===== src/rtl/regfile_pkg.sv =====
// Shared constants and types for the register-file writeback scheduler.
// Used by both the scoreboard and the top.
package regfile_pkg;

  localparam int ADDR_WIDTH = 5;
  localparam int DATA_WIDTH = 64;
  localparam int NUM_REGS   = 1 << ADDR_WIDTH;

  typedef enum logic [1:0] {
    WB_NONE = 2'd0,
    WB_ALU  = 2'd1,
    WB_MEM  = 2'd2
  } wb_src_e;

  typedef struct packed {
    logic                  valid;
    logic [ADDR_WIDTH-1:0] addr;
    logic [DATA_WIDTH-1:0] data;
  } wb_req_t;

  // One-hot register mask; bit 0 is masked off by the callers because x0 never goes busy.
  function automatic logic [NUM_REGS-1:0] reg_onehot(input logic [ADDR_WIDTH-1:0] idx);
    logic [NUM_REGS-1:0] mask;
    mask      = '0;
    mask[idx] = 1'b1;
    return mask;
  endfunction

endpackage


===== src/rtl/regfile_scoreboard.sv =====
// Per-register busy scoreboard with hazard detection for decode.
// It also tracks writebacks that land on registers that were never marked busy.
module regfile_scoreboard
  import regfile_pkg::*;
(
  input  logic                  clk,
  input  logic                  reset,
  input  logic                  i_flush,
  input  logic                  i_issue_valid,
  input  logic [ADDR_WIDTH-1:0] i_issue_rd,
  input  logic [ADDR_WIDTH-1:0] i_issue_rs1,
  input  logic [ADDR_WIDTH-1:0] i_issue_rs2,
  input  logic                  i_wr_valid,
  input  logic [ADDR_WIDTH-1:0] i_wr_addr,
  output logic                  o_issue_stall,
  output logic [NUM_REGS-1:0]   o_busy_mask,
  output logic                  o_wb_error
);

  logic [NUM_REGS-1:0] r_busy;
  logic                r_wb_error;

  logic                w_hazard;
  logic                w_issue_fire;
  logic                w_err_hit;
  logic [NUM_REGS-1:0] w_set_mask;
  logic [NUM_REGS-1:0] w_clr_mask;
  logic [NUM_REGS-1:0] w_busy_nxt;

  always_comb begin
    w_hazard     = i_issue_valid &
                   (r_busy[i_issue_rs1] | r_busy[i_issue_rs2] | r_busy[i_issue_rd]);
    w_issue_fire = i_issue_valid & ~w_hazard & ~i_flush & (i_issue_rd != '0);
    w_set_mask   = w_issue_fire ? reg_onehot(i_issue_rd) : '0;
    w_clr_mask   = i_wr_valid ? reg_onehot(i_wr_addr) : '0;
    w_err_hit    = i_wr_valid & (i_wr_addr != '0) & ~r_busy[i_wr_addr];
  end

  // The clear is applied before the set, so a set and a clear of the same bit leave it set.
  always_comb begin
    w_busy_nxt = '0;
    if (!i_flush) begin
      w_busy_nxt = (r_busy & ~w_clr_mask) | w_set_mask;
    end
    w_busy_nxt[0] = 1'b0;
  end

  always_ff @(posedge clk) begin
    if (reset) begin
      r_busy     <= '0;
      r_wb_error <= 1'b0;
    end else begin
      r_busy <= w_busy_nxt;
      if (w_err_hit) begin
        r_wb_error <= 1'b1;
      end
    end
  end

  always_comb begin
    o_issue_stall = reset | w_hazard;
    o_busy_mask   = reset ? '0 : r_busy;
    o_wb_error    = r_wb_error & ~reset;
  end

endmodule


===== src/rtl/regfile_wb_scheduler.sv =====
// Arbitrates ALU and load writebacks onto the single register-file write port.
// The scoreboard keeps decode stalled until each producing write has landed.
module regfile_wb_scheduler
  import regfile_pkg::*;
#(
  parameter int STARVE_LIMIT = 4
) (
  input  logic                  clk,
  input  logic                  reset,
  input  logic                  flush,
  input  logic                  issue_valid,
  input  logic [ADDR_WIDTH-1:0] issue_rd,
  input  logic [ADDR_WIDTH-1:0] issue_rs1,
  input  logic [ADDR_WIDTH-1:0] issue_rs2,
  output logic                  issue_stall,
  input  logic                  alu_wb_valid,
  input  logic [ADDR_WIDTH-1:0] alu_wb_addr,
  input  logic [DATA_WIDTH-1:0] alu_wb_data,
  output logic                  alu_wb_ready,
  input  logic                  mem_wb_valid,
  input  logic [ADDR_WIDTH-1:0] mem_wb_addr,
  input  logic [DATA_WIDTH-1:0] mem_wb_data,
  output logic                  mem_wb_ready,
  output logic                  rf_write_enable,
  output logic [ADDR_WIDTH-1:0] rf_write_addr,
  output logic [DATA_WIDTH-1:0] rf_write_data,
  output logic [NUM_REGS-1:0]   busy_mask,
  output logic                  wb_error
);

  localparam int CNT_W = $clog2(STARVE_LIMIT + 1);
  localparam logic [CNT_W-1:0] CNT_MAX = CNT_W'(STARVE_LIMIT);

  wb_req_t               w_alu_req;
  wb_req_t               w_mem_req;
  wb_src_e               w_grant;
  logic                  w_alu_force;
  logic                  w_accept;
  logic [ADDR_WIDTH-1:0] w_win_addr;
  logic [DATA_WIDTH-1:0] w_win_data;

  logic [CNT_W-1:0]      r_starve_cnt;
  wb_req_t               r_out;

  always_comb begin
    w_alu_req = '{valid: alu_wb_valid, addr: alu_wb_addr, data: alu_wb_data};
    w_mem_req = '{valid: mem_wb_valid, addr: mem_wb_addr, data: mem_wb_data};
  end

  // Handshake: a requester's write is taken at the edge where its valid and ready are both
  // high. Ready is a function of both valids and the starvation counter only, never of
  // the requester's own ready, and is asserted to at most one requester per cycle.
  always_comb begin
    w_alu_force = w_alu_req.valid & (r_starve_cnt == CNT_MAX);
    w_grant     = WB_NONE;
    if (!reset) begin
      if (w_alu_force) begin
        w_grant = WB_ALU;
      end else if (w_mem_req.valid) begin
        w_grant = WB_MEM;
      end else if (w_alu_req.valid) begin
        w_grant = WB_ALU;
      end
    end
  end

  always_comb begin
    alu_wb_ready = (w_grant == WB_ALU);
    mem_wb_ready = (w_grant == WB_MEM);
    w_accept     = (w_grant != WB_NONE);
    w_win_addr   = (w_grant == WB_MEM) ? w_mem_req.addr : w_alu_req.addr;
    w_win_data   = (w_grant == WB_MEM) ? w_mem_req.data : w_alu_req.data;
  end

  // Counts consecutive cycles the ALU was kept waiting; saturates at the force-grant point.
  always_ff @(posedge clk) begin
    if (reset || flush) begin
      r_starve_cnt <= '0;
    end else if (!w_alu_req.valid || (w_grant == WB_ALU)) begin
      r_starve_cnt <= '0;
    end else if (r_starve_cnt != CNT_MAX) begin
      r_starve_cnt <= r_starve_cnt + 1'b1;
    end
  end

  // Output stage: one registered write per accepted request, no backpressure downstream.
  always_ff @(posedge clk) begin
    if (reset) begin
      r_out <= '0;
    end else begin
      r_out.valid <= w_accept;
      if (w_accept) begin
        r_out.addr <= w_win_addr;
        r_out.data <= w_win_data;
      end
    end
  end

  // A write still in the output stage is dropped as soon as reset is seen.
  always_comb begin
    rf_write_enable = r_out.valid & ~reset;
    rf_write_addr   = reset ? '0 : r_out.addr;
    rf_write_data   = reset ? '0 : r_out.data;
  end

  regfile_scoreboard u_scoreboard (
    .clk           (clk),
    .reset         (reset),
    .i_flush       (flush),
    .i_issue_valid (issue_valid),
    .i_issue_rd    (issue_rd),
    .i_issue_rs1   (issue_rs1),
    .i_issue_rs2   (issue_rs2),
    .i_wr_valid    (r_out.valid),
    .i_wr_addr     (r_out.addr),
    .o_issue_stall (issue_stall),
    .o_busy_mask   (busy_mask),
    .o_wb_error    (wb_error)
  );

endmodule


===== config.mk =====
export PLATFORM = sky130hd
export DESIGN_NAME = regfile_wb_scheduler
export DESIGN_NICKNAME = d
export VERILOG_FILES = /design/src/rtl/regfile_pkg.sv /design/src/rtl/regfile_scoreboard.sv /design/src/rtl/regfile_wb_scheduler.sv
export SDC_FILE = /design/constraint.sdc
export NUM_CORES = 1
export LEC_CHECK = 0
export CAP_MARGIN = 10
export CORE_MARGIN = 2
export CORE_UTILIZATION = 28
export CTS_BUF_LIST = sky130_fd_sc_hd__clkbuf_4
export CTS_CLUSTER_DIAMETER = 200
export DETAILED_ROUTE_END_ITERATION = 6
export SLEW_MARGIN = 10
export SYNTH_ARGS = -nofsm -noshare
export SYNTH_HDL_FRONTEND = slang
export SYNTH_HIERARCHICAL = 1
export SYNTH_SLANG_ARGS = --single-unit

===== constraint.sdc =====
create_clock -name clk -period 4.3 [get_ports clk]
set_clock_uncertainty 0.1 [all_clocks]
set_input_delay 0.86 -clock clk [delete_from_list [all_inputs] [get_ports clk]]
set_output_delay 0.86 -clock clk [all_outputs]
set_load 0.02 [all_outputs]

==> results of run 1 <==
[report_power, final]
group	total (mW)	switching (mW)	leakage (nW)	internal [mW]
clock network	0.573	0.383	0.0834	0.190
registers	1.07	0.0403	0.863	1.03
logic	0.617	0.293	2.29	0.324
[logic make-up (layout without fill, tap and decap cells)]
| logic type | Yosys count | after routing | synth area share, % |
|---|---|---|---|
| and+or+nand+nor | 254 | 254 | 20.5 |
| buffers and inverters | 102 | 323 | 6.47 |
| muxes | 42 | 42 | 10.1 |
| adders and majority gates | 2 | 2 | 0.371 |
| DFF | 105 | 105 | 31.1 |
| other | 1 | 3 | 0.0556 |
| AOI/OAI and AO/OA | 300 | 300 | 31.4 |
[synth_stat cells, types with 2 or more instances]
cell type,n
inv_1,9
a22oi_1,3
or3_1,2
clkbuf_1,61
or3b_2,3
a21oi_1,3
nand3b_1,8
o211ai_1,33
o31ai_1,7
nand2_1,9
ha_1,2
nand2b_1,7
nor2b_1,110
o21ai_1,37
buf_2,22
o311a_1,2
a211oi_1,72
nor3b_1,5
o21ai_0,58
a2111oi_0,3
nor3_1,7
mux2i_1,13
mux2_2,9
a311oi_1,69
o2111ai_1,2
buf_4,5
dfxtp_1,105
nand3_1,11
nand4_1,4
buf_1,4
mux4_2,20
nor2_1,81
[worst max path at each step]
stage,startpoint,endpoint,slack [ns],depth (start not counted)
floorplan,issue_rd[0],issue_stall,0.63,7
global placement,issue_rs1[2],issue_stall,-0.08,9
detailed placement,issue_rd[0],issue_stall,-0.12,8
CTS,issue_rs2[2],issue_stall,0.12,9
global route,issue_rs1[2],issue_stall,0.003,9
finish,issue_rs2[2],issue_stall,0.11,9
[layout make-up]
cell class              count  share of cell area [%]
clock buffers               9                   0.685
well taps                 319                    4.05
multi-input cells         599                    42.9
clock inverters             7                   0.862
repair buffers            298                    29.8
inverters                   9                   0.342
diodes                      2                  0.0507
flip-flops and latches    105                    21.3
[placed cells by master (no fill, tap or decap), types with 3 or more instances in the layout]
cell and instances:
nand3b_1 8, nor2b_1 110, a21oi_1 3, a2111oi_0 3
nand2b_1 6, clkdlybuf4s50_1 260, a22oi_1 3, nand3_1 11
mux2i_1 13, or3b_2 3, a311oi_1 69, buf_12 4
nor3b_1 5, o211ai_1 33, a211oi_1 72, inv_1 9
nor3_1 7, clkbuf_4 9, nor2_1 80, nand4_1 4
dfxtp_1 105, inv_6 3, o31ai_1 7, buf_4 30
nand2_1 9, o21ai_1 37, mux4_2 20, mux2_2 9
o21ai_0 58
[per-stage QoR]
stage | setup TNS (ns) | power [mW] | cells | area, µm²
6_report | 0 | 2.26 | 1348 | 9870
5_1_grt | 0 | 2.38 | 1347 | 9860
4_1_cts | 0 | 2.29 | 1346 | 9860
3_5_place_dp | -0.123 | 1.71 | 1329 | 9700
3_3_place_gp | -0.0816 | 1.70 | 1329 | 9700
2_1_floorplan | 0 | 1.40 | 806 | 6750
[registers in the layout, summed over array words and instances, names as in the netlist]
name                     flops
u_scoreboard/r_wb_error      1
r_starve_cnt                 3
u_scoreboard/r_busy         31
r_out                       70
[routing by layer]
layer | track usage [%] | routed length (µm)
met5 | 0 | 0
met4 | 5.54 | 425
met3 | 6.51 | 2480
met2 | 31.3 | 11900
met1 | 24.7 | 10900
[critical path, stage by stage]
cell,delay (ns)
clkdlybuf4s50_1,0.46
buf_4,0.18
mux4_2,0.51
nor2_1,0.10
nor4_1,0.08
nor4_2,0.35
nand4_2,0.17
a21o_1,0.21
dlygate4sd2_1,0.31
[what timing repair did]
| action | in CTS | in global routing |
|---|---|---|
| setup endpoints to repair | 1 | 1 |
| buffers inserted | 1 | 0 |
| pin swaps | 1 | 0 |
| resized for setup | 2 | 1 |
==> results.sh, run 1 <==
export IMPL_start_util_pct=28.7
export IMPL_cp_end_kind="output pin"
export IMPL_yosysSeqAreaShare_pct=31.1
export IMPL_synth_edf_count=0
export IMPL_ys_flop_type="dfxtp_1"
export IMPL_period_share_pct=97.4
export IMPL_irDropWorstVdd_uv=191
export IMPL_rr_worst_depth=8
export IMPL_fin_ws_ns=0.111
export IMPL_syn_inst=806
export IMPL_via_per_inst=5.38
export IMPL_syn_nets=967
export IMPL_gp_congestion=0.894
export IMPL_wl_um=25600
export IMPL_fin_util_pct=41.9
export IMPL_drc=0
export IMPL_rsz0062_at_grt="no"
export IMPL_first_iter_violations=478
export IMPL_grt_pass1_wl_um=39600
export IMPL_syn_area_um2=6750
export IMPL_finalHoldWorstSlack_ns=0.363
export IMPL_cts_tree="yes"
export IMPL_syn_area_per_cell_um2=8.37
export IMPL_synth_distinct_cells=52
export IMPL_fmaxAchievable_ghz=0.239
export IMPL_vias=7257
export IMPL_num_rows=56
export IMPL_fp_dieArea_um2=25400
export IMPL_core_area_um2=23500
export IMPL_io_pins=265
export IMPL_layout_min_cycle_time_ns=4.19
export IMPL_pre_cts_slack_ns=-0.123
export IMPL_path_clk_slew_ns=0.17
export IMPL_gr_total_overflow=0
export IMPL_htree_levels=3
export IMPL_r2r_end="u_scoreboard/r_busy[22]$_SDFF_PP0_"
export IMPL_min_path_type="reg -> reg"
export IMPL_first_pass_iters=4
export IMPL_ant_nets=0
export IMPL_grt_pass1_vias=7008
export IMPL_whs_path_depth=1
export IMPL_grtUsageTotal_pct=19.4
export IMPL_async_reset_ff_share_pct=0
export IMPL_tightest_slew_ns=0.832
export IMPL_p_per_area_nw_per_um2=229
export IMPL_yosys_area_top_type_share_pct=31.1
export IMPL_r2r_start="u_scoreboard/r_busy[15]$_SDFF_PP0_"
export IMPL_grt_max_degree=112
export IMPL_maxSlewHeadroom_pct=44.5
export IMPL_status="finished, final reports clean"
export IMPL_crit_type="in -> out"
export IMPL_place_hpwl_um=17600
export IMPL_cts_sinks=105
export IMPL_numCtsBuffers=9
export IMPL_critical_path_startpoint_type="input port"
export IMPL_fin_nets=1183
export IMPL_clk_latency_ns=0.48
export IMPL_antenna_found_initial=1
export IMPL_cts_buffer_depth=2
export IMPL_setup_violations=0
export IMPL_crit_path_max_fanout=9
export IMPL_multi_input_area_um2=4230
export IMPL_die_h_um=159
export IMPL_cts_hold_buf=0
export IMPL_hold_start="r_starve_cnt[0]$_SDFFE_PP0P_"
export IMPL_synth_warnings=6
export IMPL_port_buffers=263
export IMPL_leakage_nw=3.23
export IMPL_n_fill_cell=2464
export IMPL_wl_per_cell_um=19.0
export IMPL_cp_required_ns=3.34
export IMPL_drive_above_1_share_pct=9.06
export IMPL_holdPathEnd="r_starve_cnt[0]$_SDFFE_PP0P_"
export IMPL_cap_violations=0
export IMPL_hold_viol_final=0
export IMPL_seq_area_um2=2100
export IMPL_worst_endpoint_arrival_ns=3.23
export IMPL_maxSlewViolCount=0
export IMPL_clock_root_buffer="clkbuf_4"
export IMPL_yosys_register_bits=105
export IMPL_yosysTopAreaCell="dfxtp_1"
export IMPL_die_w_um=159
export IMPL_reg2reg_slack_ns=1.54
export IMPL_synthTopCellsByArea="dfxtp_1 (31%), nor2b_1 (10%), a311oi_1 (9.0%), a211oi_1 (8.0%), mux4_2 (6.7%)"
export IMPL_syn_to_final_growth_pct=46.2
(Power assumes the default switching activity.)
==> run 2, diff against run 1 <==
--- a/config.mk
+++ b/config.mk
@@ -7,11 +7,12 @@
 export LEC_CHECK = 0
 export CAP_MARGIN = 10
 export CORE_MARGIN = 2
-export CORE_UTILIZATION = 28
+export CORE_UTILIZATION = 46
 export CTS_BUF_LIST = sky130_fd_sc_hd__clkbuf_4
 export CTS_CLUSTER_DIAMETER = 200
 export DETAILED_ROUTE_END_ITERATION = 6
-export SLEW_MARGIN = 10
+export PLACE_DENSITY = 0.84
+export SLEW_MARGIN = 20
 export SYNTH_ARGS = -nofsm -noshare
 export SYNTH_HDL_FRONTEND = slang
 export SYNTH_HIERARCHICAL = 1
==> results.sh, run 2 (synthesized netlist as in run 1, its figures left out) <==
export IMPL_clock_root_buffer="clkbuf_4"
export IMPL_die_h_um=125
export IMPL_path_clk_slew_ns=0.15
export IMPL_via_per_inst=6.15
export IMPL_fp_dieArea_um2=15700
export IMPL_syn_to_final_growth_pct=43.0
export IMPL_p_per_area_nw_per_um2=232
export IMPL_critical_path_startpoint_type="input port"
export IMPL_cts_tree="yes"
export IMPL_leakage_nw=3.22
export IMPL_grt_max_degree=88
export IMPL_crit_path_max_fanout=8
export IMPL_cp_required_ns=3.34
export IMPL_cts_buffer_depth=2
export IMPL_r2r_start="u_scoreboard/r_busy[15]$_SDFF_PP0_"
export IMPL_cap_violations=0
export IMPL_cp_num_buf_inv=4
export IMPL_io_pins=265
export IMPL_port_buffers=263
export IMPL_n_fill_cell=1223
export IMPL_totalPowerFinal_mw=2.24
export IMPL_irDropWorstVdd_uv=134
export IMPL_grtUsageTotal_pct=29.9
export IMPL_wl_um=24400
export IMPL_grt_pass1_vias=6834
export IMPL_final_cell_mix="clkdlybuf4s50_1 (259), nor2b_1 (110), dfxtp_1 (105)"
export IMPL_p_seq_share_pct=47.7
export IMPL_ant_nets=0
export IMPL_p_sw_mw=0.654
export IMPL_layout_commonest_cell="clkdlybuf4s50_1"
export IMPL_p_comb_share_pct=27.3
export IMPL_clk_latency_ns=0.46
export IMPL_hold_viol_final=0
export IMPL_cts_sinks=105
export IMPL_rsz0062_at_grt="no"
export IMPL_antenna_found_initial=1
export IMPL_worst_endpoint_arrival_ns=3.20
export IMPL_rr_worst_depth=8
export IMPL_fin_util_pct=66.9
export IMPL_place_hpwl_um=16900
export IMPL_gp_congestion=0.985
export IMPL_htree_levels=3
export IMPL_fin_nets=1181
export IMPL_reg2reg_slack_ns=1.60
export IMPL_p_sw_share_pct=29.2
export IMPL_status="finished, final reports clean"
export IMPL_fin_setup_tns_ns=0
export IMPL_cts_hold_buf=0
export IMPL_cp_startpoint="issue_rd[0]"
export IMPL_gr_total_overflow=0
export IMPL_regMostFlops="r_out"
export IMPL_endpoint="issue_stall"
export IMPL_min_path_type="reg -> reg"
export IMPL_top_regs="r_out (70), u_scoreboard/r_busy (31), r_starve_cnt (3)"
export IMPL_drive_above_1_share_pct=8.70
export IMPL_r2r_end="u_scoreboard/r_busy[18]$_SDFF_PP0_"
export IMPL_vias=7435
export IMPL_start_util_pct=46.8
export IMPL_wl_per_cell_um=20.2
export IMPL_core_area_um2=14400
export IMPL_tightest_slew_ns=0.790
export IMPL_crit_type="in -> out"
export IMPL_path_cells="clkdlybuf4s50_1 > buf_6 > buf_4 > mux2i_1 > a211oi_1 > a311o_1 > nor2_1 > nand4_2 > a21o_1 > dlygate4sd2_1"
export IMPL_first_pass_iters=5
export IMPL_setup_violations=0
export IMPL_period_share_pct=96.8
export IMPL_cp_slowest_stage_delay_ns=0.59
export IMPL_p_int_mw=1.58
export IMPL_fmaxAchievable_ghz=0.240
export IMPL_num_rows=44
export IMPL_critPathTopFamily="buffers and inverters"
export IMPL_first_iter_violations=500
export IMPL_cp_end_kind="output pin"
export IMPL_layout_min_cycle_time_ns=4.16
export IMPL_largest_reg_flops=70
export IMPL_die_w_um=125
export IMPL_numCtsBuffers=9
export IMPL_grt_pass1_wl_um=37800
export IMPL_p_clk_share_pct=25.0
export IMPL_slowest_stage="clkdlybuf4s50_1"
export IMPL_maxSlewViolCount=0
export IMPL_maxSlewHeadroom_pct=47.4
export IMPL_cp_depth=10
export IMPL_drc=0
## run 2: worst register-to-register path: cells and delay by family (launching register included)
family | cells | cell delay, ns
multiplexers | 1 | 0.29
flip-flops | 1 | 0.54
buffers and inverters | 3 | 0.34
AND/OR/NAND/NOR | 2 | 0.51
AO/OA/AOI/OAI | 2 | 0.81
## run 2: how the worst min path moves through the flow
stage	depth (start not counted)	from	end
floorplan	1	r_starve_cnt[0]$_SDFFE_PP0P_	r_starve_cnt[0]$_SDFFE_PP0P_
global placement	1	r_starve_cnt[0]$_SDFFE_PP0P_	r_starve_cnt[0]$_SDFFE_PP0P_
finish	1	r_starve_cnt[0]$_SDFFE_PP0P_	r_starve_cnt[0]$_SDFFE_PP0P_
detailed placement	1	r_starve_cnt[0]$_SDFFE_PP0P_	r_starve_cnt[0]$_SDFFE_PP0P_
global route	1	r_starve_cnt[0]$_SDFFE_PP0P_	r_starve_cnt[0]$_SDFFE_PP0P_
CTS	1	r_starve_cnt[0]$_SDFFE_PP0P_	r_starve_cnt[0]$_SDFFE_PP0P_
## run 2: area by class of cell
type                       count  area (µm²)  area share [%]
clock inverter                 4        70.1           0.726
tap                          184         230            2.38
timing repair buffer         296        2920            30.2
antenna                        1        2.50          0.0259
inverter                       9        33.8           0.350
clock buffer                  10        75.1           0.778
multi-input combinational    599        4220            43.7
sequential                   105        2100            21.8
## run 2: power by group through the flow
stage	Sequential, mW	Clock (mW)	Combinational [mW]
3_3_place_gp	1.09	0	0.599
2_1_floorplan	1.07	0	0.328
6_report	1.07	0.560	0.611
4_1_cts	1.07	0.566	0.607
5_1_grt	1.08	0.606	0.655
3_5_place_dp	1.09	0	0.605
## run 2: timing repair
item,in CTS,in global routing
pin swaps,1,2
buffers inserted,0,1
endpoints found under the setup margin,1,1
resized for setup,1,3
## run 2: stage by stage
| step | hold WS, ns | worst slack, ns | area, µm² | instances |
|---|---|---|---|---|
| 2_1_floorplan | 0.317 | 0.625 | 6750 | 806 |
| 3_3_place_gp | 0.331 | -0.140 | 9500 | 1192 |
| 3_5_place_dp | 0.340 | -0.169 | 9500 | 1192 |
| 4_1_cts | 0.367 | 0.0381 | 9640 | 1206 |
| 5_1_grt | 0.406 | 0.0316 | 9660 | 1208 |
| 6_report | 0.363 | 0.139 | 9660 | 1208 |
## run 2: per-layer routing
layer / share of wire (%) / vias to the layer above / global-route usage (%)
met4: 2.6 / 0 / 9.74
li1: - / 3495 / -
met2: 47 / 387 / 49.3
met1: 41 / 3501 / 38.5
met5: 0 / - / 0
met3: 9.1 / 52 / 7.40
==> run 3, diff against run 2 <==
--- a/config.mk
+++ b/config.mk
@@ -12,8 +12,10 @@
 export CTS_CLUSTER_DIAMETER = 200
 export DETAILED_ROUTE_END_ITERATION = 6
 export PLACE_DENSITY = 0.84
+export RECOVER_POWER = 25
 export SLEW_MARGIN = 20
 export SYNTH_ARGS = -nofsm -noshare
 export SYNTH_HDL_FRONTEND = slang
 export SYNTH_HIERARCHICAL = 1
 export SYNTH_SLANG_ARGS = --single-unit
+export TNS_END_PERCENT = 50
==> constraint.sdc (replaced) <==
create_clock -name clk -period 4.3 [get_ports clk]
set_clock_uncertainty 0.1 [all_clocks]
set_input_delay 0.43 -clock clk [delete_from_list [all_inputs] [get_ports clk]]
set_output_delay 0.43 -clock clk [all_outputs]
set_load 0.02 [all_outputs]
==> results.sh, run 3 (synthesized netlist as in run 1, its figures left out) <==
export IMPL_first_pass_iters=5
export IMPL_holdPathEnd="r_starve_cnt[0]$_SDFFE_PP0P_"
export IMPL_whs_path_depth=1
export IMPL_grt_pass1_vias=6643
export IMPL_r2r_start="u_scoreboard/r_busy[1]$_SDFF_PP0_"
export IMPL_fin_ws_ns=0.395
export IMPL_reg2reg_slack_ns=1.58
export IMPL_ctsResizeCount=0
export IMPL_rsz0062_at_grt="no"
export IMPL_grtUsageTotal_pct=29.5
export IMPL_via_per_inst=6.07
export IMPL_hold_viol_final=0
export IMPL_syn_to_final_growth_pct=41.1
export IMPL_drive_above_1_share_pct=6.85
export IMPL_vias=7231
export IMPL_critical_path_startpoint_type="input port"
export IMPL_cp_required_ns=3.77
export IMPL_fmaxAchievable_ghz=0.256
export IMPL_fin_nets=1164
export IMPL_p_comb_share_pct=26.8
export IMPL_final_cells=1192
export IMPL_irDropWorstVdd_uv=165
export IMPL_cts_setup_buffers=0
export IMPL_regMostFlops="r_out"
export IMPL_fin_setup_tns_ns=0
export IMPL_p_per_area_nw_per_um2=233
export IMPL_violations="max-capacitance violations, max-slew violations"
export IMPL_cap_violations=1
export IMPL_top_regs="r_out (70), u_scoreboard/r_busy (31), r_starve_cnt (3)"
export IMPL_core_area_um2=14400
export IMPL_gr_total_overflow=0
export IMPL_antenna_found_initial=1
export IMPL_p_sw_share_pct=29.3
export IMPL_p_sw_mw=0.651
export IMPL_final_cell_mix="clkdlybuf4s50_1 (245), nor2b_1 (110), dfxtp_1 (105)"
export IMPL_htree_levels=3
export IMPL_io_pins=265
export IMPL_dpl_cell_count=1176
export IMPL_gp_congestion=0.918
export IMPL_hold_start="r_starve_cnt[0]$_SDFFE_PP0P_"
export IMPL_min_path_type="reg -> reg"
export IMPL_largest_reg_flops=70
export IMPL_cts_sinks=105
export IMPL_grt_pass1_wl_um=37200
export IMPL_totalPowerFinal_mw=2.22
export IMPL_maxSlewHeadroom_pct=-18.1
export IMPL_start_util_pct=46.8
export IMPL_numCtsBuffers=9
export IMPL_die_w_um=125
export IMPL_wl_per_cell_um=20.3
export IMPL_crit_type="in -> out"
export IMPL_p_clk_share_pct=25.1
export IMPL_cts_buffer_depth=2
export IMPL_cts_tree="yes"
export IMPL_clock_root_buffer="clkbuf_4"
export IMPL_clk_latency_ns=0.45
export IMPL_place_hpwl_um=16800
export IMPL_cts_hold_buf=0
export IMPL_ant_nets=0
export IMPL_setup_violations=0
export IMPL_port_buffers=263
export IMPL_drc=0
export IMPL_first_iter_violations=547
export IMPL_grt_max_degree=111
export IMPL_r2r_end="u_scoreboard/r_busy[25]$_SDFF_PP0_"
export IMPL_crit_path_max_fanout=12
export IMPL_fp_dieArea_um2=15700
export IMPL_p_int_mw=1.57
export IMPL_p_seq_share_pct=48.1
export IMPL_wl_um=24200
export IMPL_pre_cts_slack_ns=0.389
export IMPL_period_share_pct=90.8
export IMPL_worst_endpoint_arrival_ns=3.37
export IMPL_rr_worst_depth=6
export IMPL_path_clk_slew_ns=0.15
export IMPL_layout_commonest_cell="clkdlybuf4s50_1"
export IMPL_status="complete, but fails checks"
export IMPL_n_fill_cell=1240
export IMPL_leakage_nw=3.18
export IMPL_maxSlewViolCount=38
export IMPL_fin_util_pct=66.0
export IMPL_tightest_slew_ns=1.77
export IMPL_die_h_um=125
export IMPL_cp_end_kind="output pin"
export IMPL_layout_min_cycle_time_ns=3.90
export IMPL_num_rows=44
-- run 3: per-layer routing --
layer  up-vias  wire [µm]  track usage, %
met5         -          0               0
met4         0        808            9.22
met3        60       2240            8.00
met2       358      11500            48.7
met1      3362       9610            37.7
li1       3451          -               -
-- run 3: through the flow --
| step | area (µm²) | hold slack, ns |
|---|---|---|
| after floorplan | 6750 | 0.317 |
| after global placement | 9390 | 0.333 |
| after detailed placement | 9390 | 0.347 |
| after CTS | 9540 | 0.374 |
| after global routing | 9520 | 0.401 |
| final | 9520 | 0.367 |
-- run 3: cell type report --
cell class,instances,area [µm²],share of cell area [%]
Sequential cell,105,2100,22.1
Tap cell,184,230,2.42
Inverter,9,33.8,0.355
Clock buffer,9,67.6,0.709
Timing Repair Buffer,279,2780,29.2
Antenna cell,1,2.50,0.0263
Multi-Input combinational cell,599,4220,44.3
Clock inverter,6,81.3,0.854
-- run 3: worst max-delay path, cell delays in order --
cell,delay (ns)
clkdlybuf4s50_1,0.76
mux2_2,0.39
a221oi_1,0.27
a2111oi_0,0.12
nor4_2,0.51
nand4_2,0.15
a21o_1,0.22
clkdlybuf4s50_1,0.53
-- run 3: power groups by stage --
stage          registers [mW]  clock network (mW)  logic, mW
2_1_floorplan            1.07                   0      0.328
4_1_cts                  1.07               0.567      0.596
6_report                 1.07               0.558      0.595
3_3_place_gp             1.09                   0      0.589
5_1_grt                  1.08               0.598      0.640
3_5_place_dp             1.09                   0      0.594
-- run 3: how the worst max path moves through the flow --
stage                            start          end  slack, ns  cells past startpoint
after global placement    issue_rs1[2]  issue_stall       0.43                      8
after CTS                 issue_rs1[2]  issue_stall       0.39                      8
after global routing      issue_rs1[2]  issue_stall       0.17                      8
after detailed placement  issue_rs1[2]  issue_stall       0.39                      8
final                     issue_rs1[2]  issue_stall       0.40                      8
after floorplan            issue_rd[0]  issue_stall       1.49                      7
